[config.mk]
export PLATFORM = sky130hd
export DESIGN_NAME = spi_rx_word_packer
export DESIGN_NICKNAME = d
export VERILOG_FILES = /design/src/rtl/spi_rx_word_packer.sv
export SDC_FILE = /design/constraint.sdc
export NUM_CORES = 1
export LEC_CHECK = 0
export BUFFER_PORTS_ARGS = -buffer_cell sky130_fd_sc_hd__buf_2
export CORE_ASPECT_RATIO = 0.9
export CORE_MARGIN = 2
export CORE_UTILIZATION = 33
export CTS_BUF_LIST = sky130_fd_sc_hd__clkbuf_16
export DETAILED_ROUTE_END_ITERATION = 10
export GPL_ROUTABILITY_DRIVEN = 1
export GPL_TIMING_DRIVEN = 0
export HOLD_SLACK_MARGIN = 0.1
export SYNTH_ARGS = -nofsm -noshare
export SYNTH_HDL_FRONTEND = slang
export SYNTH_SLANG_ARGS = --single-unit
[constraint.sdc]
create_clock -name clk_i -period 6.5 [get_ports clk_i]
set_input_delay 1.3 -clock clk_i [delete_from_list [all_inputs] [get_ports clk_i]]
set_output_delay 1.3 -clock clk_i [all_outputs]
set_load 0.1 [all_outputs]
[src/rtl/spi_rx_word_packer.sv]
// Packs the SPI slave RX byte stream into 32-bit bus words with a single-entry
// output register, frame-end / idle-timeout flushing and a sticky overflow flag.
module spi_rx_word_packer #(
  parameter bit          BigEndian   = 1'b0,
  parameter int unsigned IdleTimeout = 0
) (
  input  logic        clk_i,
  input  logic        rst_i,
  input  logic        byte_valid_i,
  input  logic [7:0]  byte_data_i,
  input  logic        frame_end_i,
  output logic        word_valid_o,
  input  logic        word_ready_i,
  output logic [31:0] word_data_o,
  output logic [2:0]  word_bytes_o,
  output logic        overflow_o,
  input  logic        ovf_clr_i
);

  // Output handshake: a word transfers at a rising edge where word_valid_o and
  // word_ready_i are both high; while valid waits for ready, data and bytes hold.

  localparam logic [16:0] IdleLimit = 17'(IdleTimeout);

  logic [31:0] r_acc;
  logic [2:0]  r_cnt;
  logic        r_pend;
  logic [15:0] r_idle;
  logic        r_valid;
  logic [31:0] r_data;
  logic [2:0]  r_bytes;
  logic        r_ovf;

  logic        w_slot_free;
  logic        w_accept;
  logic        w_drop;
  logic [1:0]  w_lane;
  logic [31:0] w_acc_n;
  logic [2:0]  w_cnt_n;
  logic        w_counting;
  logic        w_timeout;
  logic        w_complete;
  logic        w_load;

  always_comb begin
    w_slot_free = !r_valid || word_ready_i;
    w_accept    = byte_valid_i && (r_cnt < 3'd4) && !r_pend;
    w_drop      = byte_valid_i && ((r_cnt == 3'd4) || r_pend);
    // In big-endian mode lane 3-k is simply the bitwise inverse of k.
    w_lane      = BigEndian ? ~r_cnt[1:0] : r_cnt[1:0];

    w_acc_n = r_acc;
    w_cnt_n = r_cnt;
    if (w_accept) begin
      w_acc_n[{w_lane, 3'b000} +: 8] = byte_data_i;
      w_cnt_n = r_cnt + 3'd1;
    end

    w_counting = (IdleTimeout != 0) && (r_cnt != 3'd0) && (r_cnt < 3'd4) &&
                 !r_pend && !w_accept;
    // Fire on the idle cycle that brings the count up to the limit.
    w_timeout  = w_counting && (({1'b0, r_idle} + 17'd1) == IdleLimit);

    w_complete = r_pend ||
                 (w_accept && (w_cnt_n == 3'd4)) ||
                 (frame_end_i && (w_cnt_n != 3'd0)) ||
                 w_timeout;
    w_load     = w_complete && w_slot_free;
  end

  always_ff @(posedge clk_i) begin
    if (rst_i) begin
      r_acc   <= '0;
      r_cnt   <= '0;
      r_pend  <= 1'b0;
      r_idle  <= '0;
      r_valid <= 1'b0;
      r_data  <= '0;
      r_bytes <= '0;
      r_ovf   <= 1'b0;
    end else begin
      if (w_load) begin
        r_valid <= 1'b1;
        r_data  <= w_acc_n;
        r_bytes <= w_cnt_n;
        r_acc   <= '0;
        r_cnt   <= '0;
        r_pend  <= 1'b0;
      end else begin
        if (r_valid && word_ready_i) begin
          r_valid <= 1'b0;
        end
        r_acc  <= w_acc_n;
        r_cnt  <= w_cnt_n;
        r_pend <= w_complete;
      end

      if (w_accept || w_complete) begin
        r_idle <= '0;
      end else if (w_counting) begin
        r_idle <= r_idle + 16'd1;
      end

      // A drop in the same cycle as a clear keeps the flag set.
      if (w_drop) begin
        r_ovf <= 1'b1;
      end else if (ovf_clr_i) begin
        r_ovf <= 1'b0;
      end
    end
  end

  assign word_valid_o = r_valid;
  assign word_data_o  = r_data;
  assign word_bytes_o = r_bytes;
  assign overflow_o   = r_ovf;

endmodule

Word-level counts from Yosys, hierarchy flattened
Cells that the tools add are included.
{"block": "op_classes", "n_lt_le_gt_ge": 1, "eq_ne": 2, "mux": 7, "addsub": 2, "n_shift": 2, "n_reduce_logical": 17}
{"cell": "32-bit bitwise mux", "n": 1}
{"cell": "32-bit 2-to-1 mux", "n": 1}
{"cell": "8-bit by 7-bit variable shift with 32-bit output (first input constant)", "n": 1}
{"cell": "8-bit by 7-bit indexed part select with 32-bit output", "n": 1}
{"cell": "1-bit logical AND", "n": 7}
{"cell": "5-bit negator with 7-bit output", "n": 1}
{"cell": "3-bit equality test (second input constant)", "n": 2}
{"cell": "1-bit logical OR", "n": 4}
{"cell": "1-bit 2-to-1 mux", "n": 4}
{"cell": "2-bit nonzero test", "n": 2}
{"cell": "3-bit by 1-bit adder with 3-bit output (second input constant)", "n": 1}
{"cell": "3-bit less-than comparator (second input constant)", "n": 1}
{"cell": "3-bit 2-to-1 mux", "n": 1}
{"cell": "3-bit nonzero test", "n": 1}
{"cell": "1-bit logical NOT", "n": 2}
{"cell": "2-bit OR reduction", "n": 1}
{"block": "word_totals", "out_inout_bits": 37, "elab_cells": 38, "ff_bits": 73}

Longest topological paths before layout
Gate-level depths: netlist of the first run.
{"block": "depth", "word_depth": 10, "depth_mapped": 11}

Worst setup path before layout of the first run
Ideal clock, no wire load.
{"block": "synth_timing", "path_type": "input -> register", "start": "input port byte_valid_i", "end": "register r_bytes[0], in the netlist word_bytes_o[0]", "t_arrival_ns": 2.674, "path_stages": 7, "slack_ns": 3.740, "n_path_buf": 2, "cell_sequence": "nor3b_4 -> mux2_4 -> o211ai_2 -> buf_6 -> buf_2 -> a21oi_1 -> a211oi_1"}
{"block": "synth_between", "elab_chain_len": 8}
{"item": "start, declared", "line_no": "9", "source": "input logic byte_valid_i,"}
{"item": "1-bit logical AND (*) (2 in a row)", "line_no": "47", "source": "w_accept = byte_valid_i && (r_cnt < 3'd4) && !r_pend;"}
{"item": "3-bit 2-to-1 mux", "line_no": "54", "source": "if (w_accept) begin"}
{"item": "3-bit equality test", "line_no": "65", "source": "(w_accept && (w_cnt_n == 3'd4)) ||"}
{"item": "1-bit logical AND", "line_no": "65"}
{"item": "1-bit logical OR", "line_no": "64", "source": "w_complete = r_pend ||"}
{"item": "1-bit logical OR", "line_no": "65"}
{"item": "1-bit logical AND", "line_no": "68", "source": "w_load = w_complete && w_slot_free;"}
{"item": "end signal, assigned", "line_no": "85", "source": "r_bytes <= w_cnt_n;"}
{"item": "end, declared", "line_no": "31", "source": "logic [2:0] r_bytes;"}
Every way passes the cells marked *; elsewhere a longest branch is shown, timed or not.
A chain may end at the register's enable or synchronous reset.

Worst setup path in the final report of the first run
{"block": "layout_timing", "start": "input port byte_valid_i", "end": "register r_data[21], in the netlist word_data_o[21]"}
{"block": "layout_between", "elab_chain_len": 8}
{"item": "1-bit logical AND (*) (2 in a row)", "line_no": "47"}
{"item": "3-bit 2-to-1 mux", "line_no": "54"}
{"item": "3-bit equality test", "line_no": "65"}
{"item": "1-bit logical AND", "line_no": "65"}
{"item": "1-bit logical OR", "line_no": "64"}
{"item": "1-bit logical OR", "line_no": "65"}
{"item": "1-bit logical AND", "line_no": "68"}
{"item": "end signal, assigned", "line_no": "84", "source": "r_data <= w_acc_n;"}
{"item": "end, declared", "line_no": "30", "source": "logic [31:0] r_data;"}
Marked as above.

==> reports/results.txt, run 1 <==
Initial antenna violation count: 0
Ant diodes: 0
Vias: 2475
1st-pass router iterations: 5
Max-cap violations: 0
Clk Latency, worst-skew pair: 0.33 ns
Post-Syn Area per Cell: 9.34 sq um
Maximum clock insertion buffer count: 2
DP Worst Slack: 3.37 ns
Final core occ: 42.2%
First-pass GRT wire length: 12200 um
Root Buffer: clkbuf_16
Full die area: 9630 sq um
WP buf/inv: 3
CTS tree: done
Nets: 393
Gp weighted congestion: 0.746
Most common cell in the netlist: dfxtp_1
Most used cell, CP: buf_2
VDD IR max: 0.000151 V
Crit path kind: input port to flop
Area grow syn2layout: 24.4%
Final Skew: 0.00556 ns
Hpwl dp: 5350 um
CTS Sinks: 73
Worst rel slew slack: 33.0%
Tightest Pin Transition: 1.00 ns
Area leader, netlist: dfxtp_1
Most used DFF post-synth: dfxtp_1
Gr ovfl total: 0
Leakage Power: 0.00149 uW
Hold buffer count at CTS: 0
Htree depth: 3
Wirelength per Cell: 15.4 um
Crit path max-delay cell type: nor3b_4
CP arrival: 3.02 ns
DRC viols: 0
RSZ-0062 raised after global routing: false
Crit-path max FO: 10
Top cells by count, synth: dfxtp_1, nor2_1, a21oi_1
Die Ht: 93.3 um
Seq/Total Area, Yosys: 50.0%
Top cells by area, synth: dfxtp_1, a211oi_1, nor2b_1
Status: finished, final reports clean
PnR worst setup slack: 3.71 ns
Largest net degree at the start of global routing: 14
Gr usage total: 16.9%
Hold Crit Class: flop to flop
Ys async rst share: 0%
Setup Fix Bufs, Post-CTS: 0
Crit start category: input port
Mapped Area: 2920 sq um
CORE AREA: 8610 sq um
Routed WL: 7620 um
CP delay by family, top: buffers and inverters
#FFs+latches synth: 73
CP Launch Point: byte_valid_i
Unique masters post-synth: 28
Cts repair resizes: 0
Die W: 103 um
Setup tns final: 0 ns
Worst Hold Launch: word_bytes_o[2]
IO Pins: 51
Initial DRC count: 117
Syn Nets: 333
Post-synth top area share: 50.0%
Critical R2R Launch: r_cnt[0]
Sequence of cells on the critical path: buf_2 -> nor3b_4 -> mux2_4 -> o211ai_2 -> buf_6 -> buf_2 -> a21oi_1 -> a211oi_1
Buffers on Ports: 49
Fmax: 0.359 GHz
Cts bufs inserted: 9
CP peak stage delay: 0.35 ns
Clock-pin slew on the worst setup and hold paths: 0.05 ns
Ys Warns: 0
Via density: 4.99
Remaining antenna violation count: 0
Minimum clock period: 2.79 ns
Starting density of the core: 34.0%
Share of cells above drive strength 1: 22.0%
Pwr Density: 384 nW/um^2
Post-synth EDFFs: 0
Final Cycle Share: 42.9%
Critical Path RT: 6.73 ns
Final setup viols: 0
Final Hold Violating Endpoints: 0
Site Rows: 32
Vias in the first global route: 2368
Max-slew violation count: 0
Critical Path End Type: flop
Syn Inst Count: 313
## per-layer routing
layer	vias up	global-route usage (%)	routed length (um)
met5	-	0	0
li1	1237	-	-
met1	1166	23.4	3720
met2	64	25.3	3370
met3	8	4.86	456
met4	0	5.37	79
## where the power goes
group | switching [uW] | internal (uW) | leakage [uW] | total [uW]
Sequential | 16.2 | 480 | 0.000595 | 496
Clock | 186 | 335 | 0.000148 | 521
Combinational | 302 | 76.2 | 0.000745 | 378
Total | 504 | 892 | 0.00149 | 1400
## stage by stage
step / hold slack, ns / instance area, sq um / std cells / power (uW)
after detailed placement: 0.479 / 3320 / 481 / 884
after global routing: 0.504 / 3630 / 496 / 1450
after global placement: 0.462 / 3320 / 481 / 881
after CTS: 0.491 / 3630 / 496 / 1410
final: 0.483 / 3630 / 496 / 1400
after floorplan: 0.541 / 2920 / 313 / 814
## placed cells by master (no fill, tap or decap)
cell type | Yosys | final
nor2_1 | 40 | 40
inv_6 | 0 | 1
mux2_4 | 1 | 1
nor3_1 | 1 | 1
a21oi_1 | 37 | 37
a211o_1 | 1 | 1
o22ai_1 | 1 | 1
bufinv_16 | 0 | 2
a41oi_1 | 1 | 1
a21o_1 | 1 | 1
o21ai_0 | 3 | 3
inv_1 | 7 | 7
a31oi_1 | 32 | 32
buf_2 | 8 | 57
buf_6 | 8 | 8
nor3b_1 | 3 | 3
a211oi_1 | 34 | 34
and3_1 | 1 | 1
clkbuf_1 | 9 | 9
ha_1 | 6 | 6
o211ai_2 | 1 | 1
clkinvlp_4 | 0 | 2
nand3_1 | 1 | 1
and2_1 | 2 | 2
dfxtp_1 | 73 | 73
nor2b_1 | 34 | 34
xnor2_1 | 1 | 1
and3b_1 | 1 | 1
clkinv_4 | 0 | 1
clkbuf_16 | 0 | 9
nand2b_1 | 1 | 1
nor3b_4 | 1 | 1
and2_0 | 4 | 4
## sequential cells by signal (all words and copies together), names as in the netlist
signal,count
r_pend,1
overflow_o,1
word_bytes_o,3
r_cnt,3
r_acc,32
word_valid_o,1
word_data_o,32
## tightest hold or removal path, stage by stage (launching register included)
cell,delay [ns]
dfxtp_1,0.30
o21ai_0,0.07
a21oi_1,0.06
## cell type report
cell class | count | area [sq um]
flip-flops and latches | 73 | 1460
plain buffers | 25 | 164
inverters | 7 | 26.3
clock inverters | 6 | 92.6
fillers | 843 | 4970
multi-input cells | 208 | 1270
repair buffers | 49 | 245
well taps | 119 | 149
clock buffers | 9 | 225
## cell families after synthesis
| logic type | count (synthesis) | synth area share [%] |
|---|---|---|
| AOI/OAI and AO/OA | 111 | 23.9 |
| xor gates and xnor gates | 1 | 0.300 |
| adders and majority gates | 6 | 2.57 |
| muxes | 1 | 0.514 |
| and+or+nand+nor | 89 | 16.2 |
| DFF | 73 | 50.0 |
| buffers and inverters | 32 | 6.51 |
## worst paths after layout
path / endpoint / slack [ns] / depth (start not counted)
max: word_data_o[21] / 3.71 / 8
min: word_bytes_o[2] / 0.48 / 2
max reg2reg: word_data_o[19] / 3.83 / 6
min reg2reg: word_bytes_o[2] / 0.48 / 2
No activity file was read; power rests on OpenSTA's default activity.
==> inputs of run 2 (changes only) <==
==> constraint.sdc (replaced) <==
create_clock -name clk_i -period 2.7 [get_ports clk_i]
set_input_delay 0.54 -clock clk_i [delete_from_list [all_inputs] [get_ports clk_i]]
set_output_delay 0.54 -clock clk_i [all_outputs]
set_load 0.1 [all_outputs]
==> reports/results.txt, run 2 (synthesized netlist as in run 1, its figures left out) <==
Worst Hold Launch: word_bytes_o[2]
Via density: 4.95 (-0.81%)
Status: finished, final reports clean
Maximum clock insertion buffer count: 2 (unchanged)
Int Power: 2150 uW (+140%)
Clk Latency, worst-skew pair: 0.33 ns (about the same)
Final Skew: 0.00671 ns (+0.00115 ns)
Hold Crit Class: flop to flop
Vias in the first global route: 2368 (unchanged)
CTS tree: done
Buffers on Ports: 49 (unchanged)
IO Pins: 51 (unchanged)
Fmax: 0.402 GHz
Starting density of the core: 34.0% (unchanged)
Cts repair resizes: 0 (unchanged)
Nets: 393 (unchanged)
Die Ht: 93.3 um (unchanged)
FF-to-FF path depth: 10 (+4)
Hold Path End: word_bytes_o[2]
First-pass GRT wire length: 12200 um (unchanged)
CTS Sinks: 73 (unchanged)
Die W: 103 um (unchanged)
Placed insts: 481 (unchanged)
Max-slew violation count: 0 (unchanged)
Gr ovfl total: 0 (unchanged)
Initial DRC count: 94 (-20%)
Filler cells: 836 (-0.83%)
Worst reg2reg endpoint: word_data_o[12]
Area grow syn2layout: 25.3%
Vias: 2455 (-0.81%)
Final core occ: 42.6% (+0.33 points)
Critical R2R Launch: r_cnt[0]
Routed WL: 7620 um (about the same)
Minimum clock period: 2.49 ns
Root Buffer: clkbuf_16
Critical Path RT: 2.94 ns (-3.79 ns)
Commonest non-fill, non-tap cell in the layout: dfxtp_1
CORE AREA: 8610 sq um (unchanged)
Site Rows: 32 (unchanged)
Wirelength per Cell: 15.4 um (about the same)
Share of cells above drive strength 1: 23.6% (+1.6 points)
Crit start category: flop
Hpwl dp: 5350 um (unchanged)
Crit path max-delay cell type: dfxtp_1
Final setup viols: 0 (unchanged)
Fin Hold WS: 0.482 ns (-0.00146 ns)
Htree depth: 3 (unchanged)
Hold Crit Depth: 2 (unchanged)
Remaining antenna violation count: 0 (unchanged)
Max-cap violations: 0 (unchanged)
Gp weighted congestion: 0.746 (unchanged)
CP delay by family, top: buffers and inverters
Seq. cell area: 1460 sq um (unchanged)
Reported net switching power: 1220 uW (+140%)
Final Hold Violating Endpoints: 0 (unchanged)
Clock power frac: 37.3% (about the same)
Leakage Power: 0.00149 uW (+0.47%)
WP buf/inv: 4 (+1)
Clock-pin slew on the worst setup and hold paths: 0.06 ns (about the same)
Layout Cells excl Fill: 496 (unchanged)
Power share of the combinational group: 27.3% (+0.2 points)
Full die area: 9630 sq um (unchanged)
Worst reg-to-reg setup slack: 0.21 ns (-3.62 ns)
Hold buffer count at CTS: 0 (unchanged)
Most frequent cells in the layout: dfxtp_1, buf_2, nor2_1
DRC viols: 0 (unchanged)
CP arrival: 2.73 ns (-0.29 ns)
Sequential power share: 35.4% (-0.2 points)
Tightest Pin Transition: 0.819 ns (-0.184 ns)
Worst rel slew slack: 45.0% (+12 points)
Largest net degree at the start of global routing: 14 (unchanged)
Setup Fix Bufs, Post-CTS: 0 (unchanged)
RSZ-0062 raised after global routing: false
Critical Path End Type: flop
Initial antenna violation count: 0 (unchanged)
Cts bufs inserted: 9 (unchanged)
Ant diodes: 0 (unchanged)
Pwr Density: 920 nW/um^2 (+140%)
Crit path kind: flop to flop
Crit-path max FO: 10 (unchanged)
Gr usage total: 16.9% (unchanged)
Multi-input logic area: 1300 sq um (+2.0%)
CP peak stage delay: 0.40 ns (+0.05 ns)
VDD IR max: 0.000350 V (+130%)
Switching Fraction: 36.2% (+0.083 points)
Sequence of cells on the critical path: clkbuf_2 -> inv_1 -> ha_2 -> nor2b_1 -> mux2_4 -> o211ai_2 -> buf_6 -> buf_2 -> a21oi_1 -> a211oi_1
Final Cycle Share: 92.1%
Setup tns final: 0 ns (unchanged)
1st-pass router iterations: 4 (-1)
-- run 2: cell count changes in the layout (fill, tap and decap cells not counted), sizes merged --
cell,change
buf,-1
clkbuf,+1
-- run 2: worst max-delay path by stage --
stage,startpoint,end,cells past startpoint
finish,r_cnt[0],word_data_o[12],10
global route,r_cnt[0],word_bytes_o[1],10
CTS,r_cnt[0],word_data_o[15],6
detailed placement,r_cnt[0],word_data_o[15],6
global placement,r_cnt[0],word_data_o[15],6
floorplan,r_cnt[0],r_acc[19],11
-- run 2: area by class of cell --
class,count,share of cell area (%)
timing repair buffer,49,6.69
multi-input combinational,208,35.4
tap,119,4.06
inverter,7,0.717
sequential,73,39.9
clock inverter,6,2.53
clock buffer,9,6.15
buffer,25,4.58
-- run 2: power by group through the flow --
stage,clock [uW],combinational (uW),sequential (uW)
after floorplan,0,275,1690
after global placement,0,904,1220
after detailed placement,0,912,1220
after CTS,1280,913,1200
final,1260,919,1190
after global routing,1320,971,1200
-- run 2: tightest hold or removal path: cells and delay by family (launching register included) --
kind / cells / cell delay, ns
flip-flops: 1 / 0.30
AO/OA/AOI/OAI: 2 / 0.13
-- run 2: per-layer routing --
layer / GRT usage (%) / up-vias / routed length [um]
met4: 5.37 / 0 / 97
li1: - / 1233 / -
met3: 4.86 / 10 / 462
met2: 25.3 / 63 / 3290
met1: 23.4 / 1149 / 3760
met5: 0 / - / 0
-- run 2: per-stage QoR --
step | instance area (sq um) | power (uW) | setup slack (ns)
floorplan | 2920 | 1960 | 0.479
detailed placement | 3320 | 2130 | 0.0831
CTS | 3630 | 3390 | 0.0239
global placement | 3320 | 2120 | 0.0150
finish | 3660 | 3370 | 0.214
global route | 3660 | 3490 | 0.00296
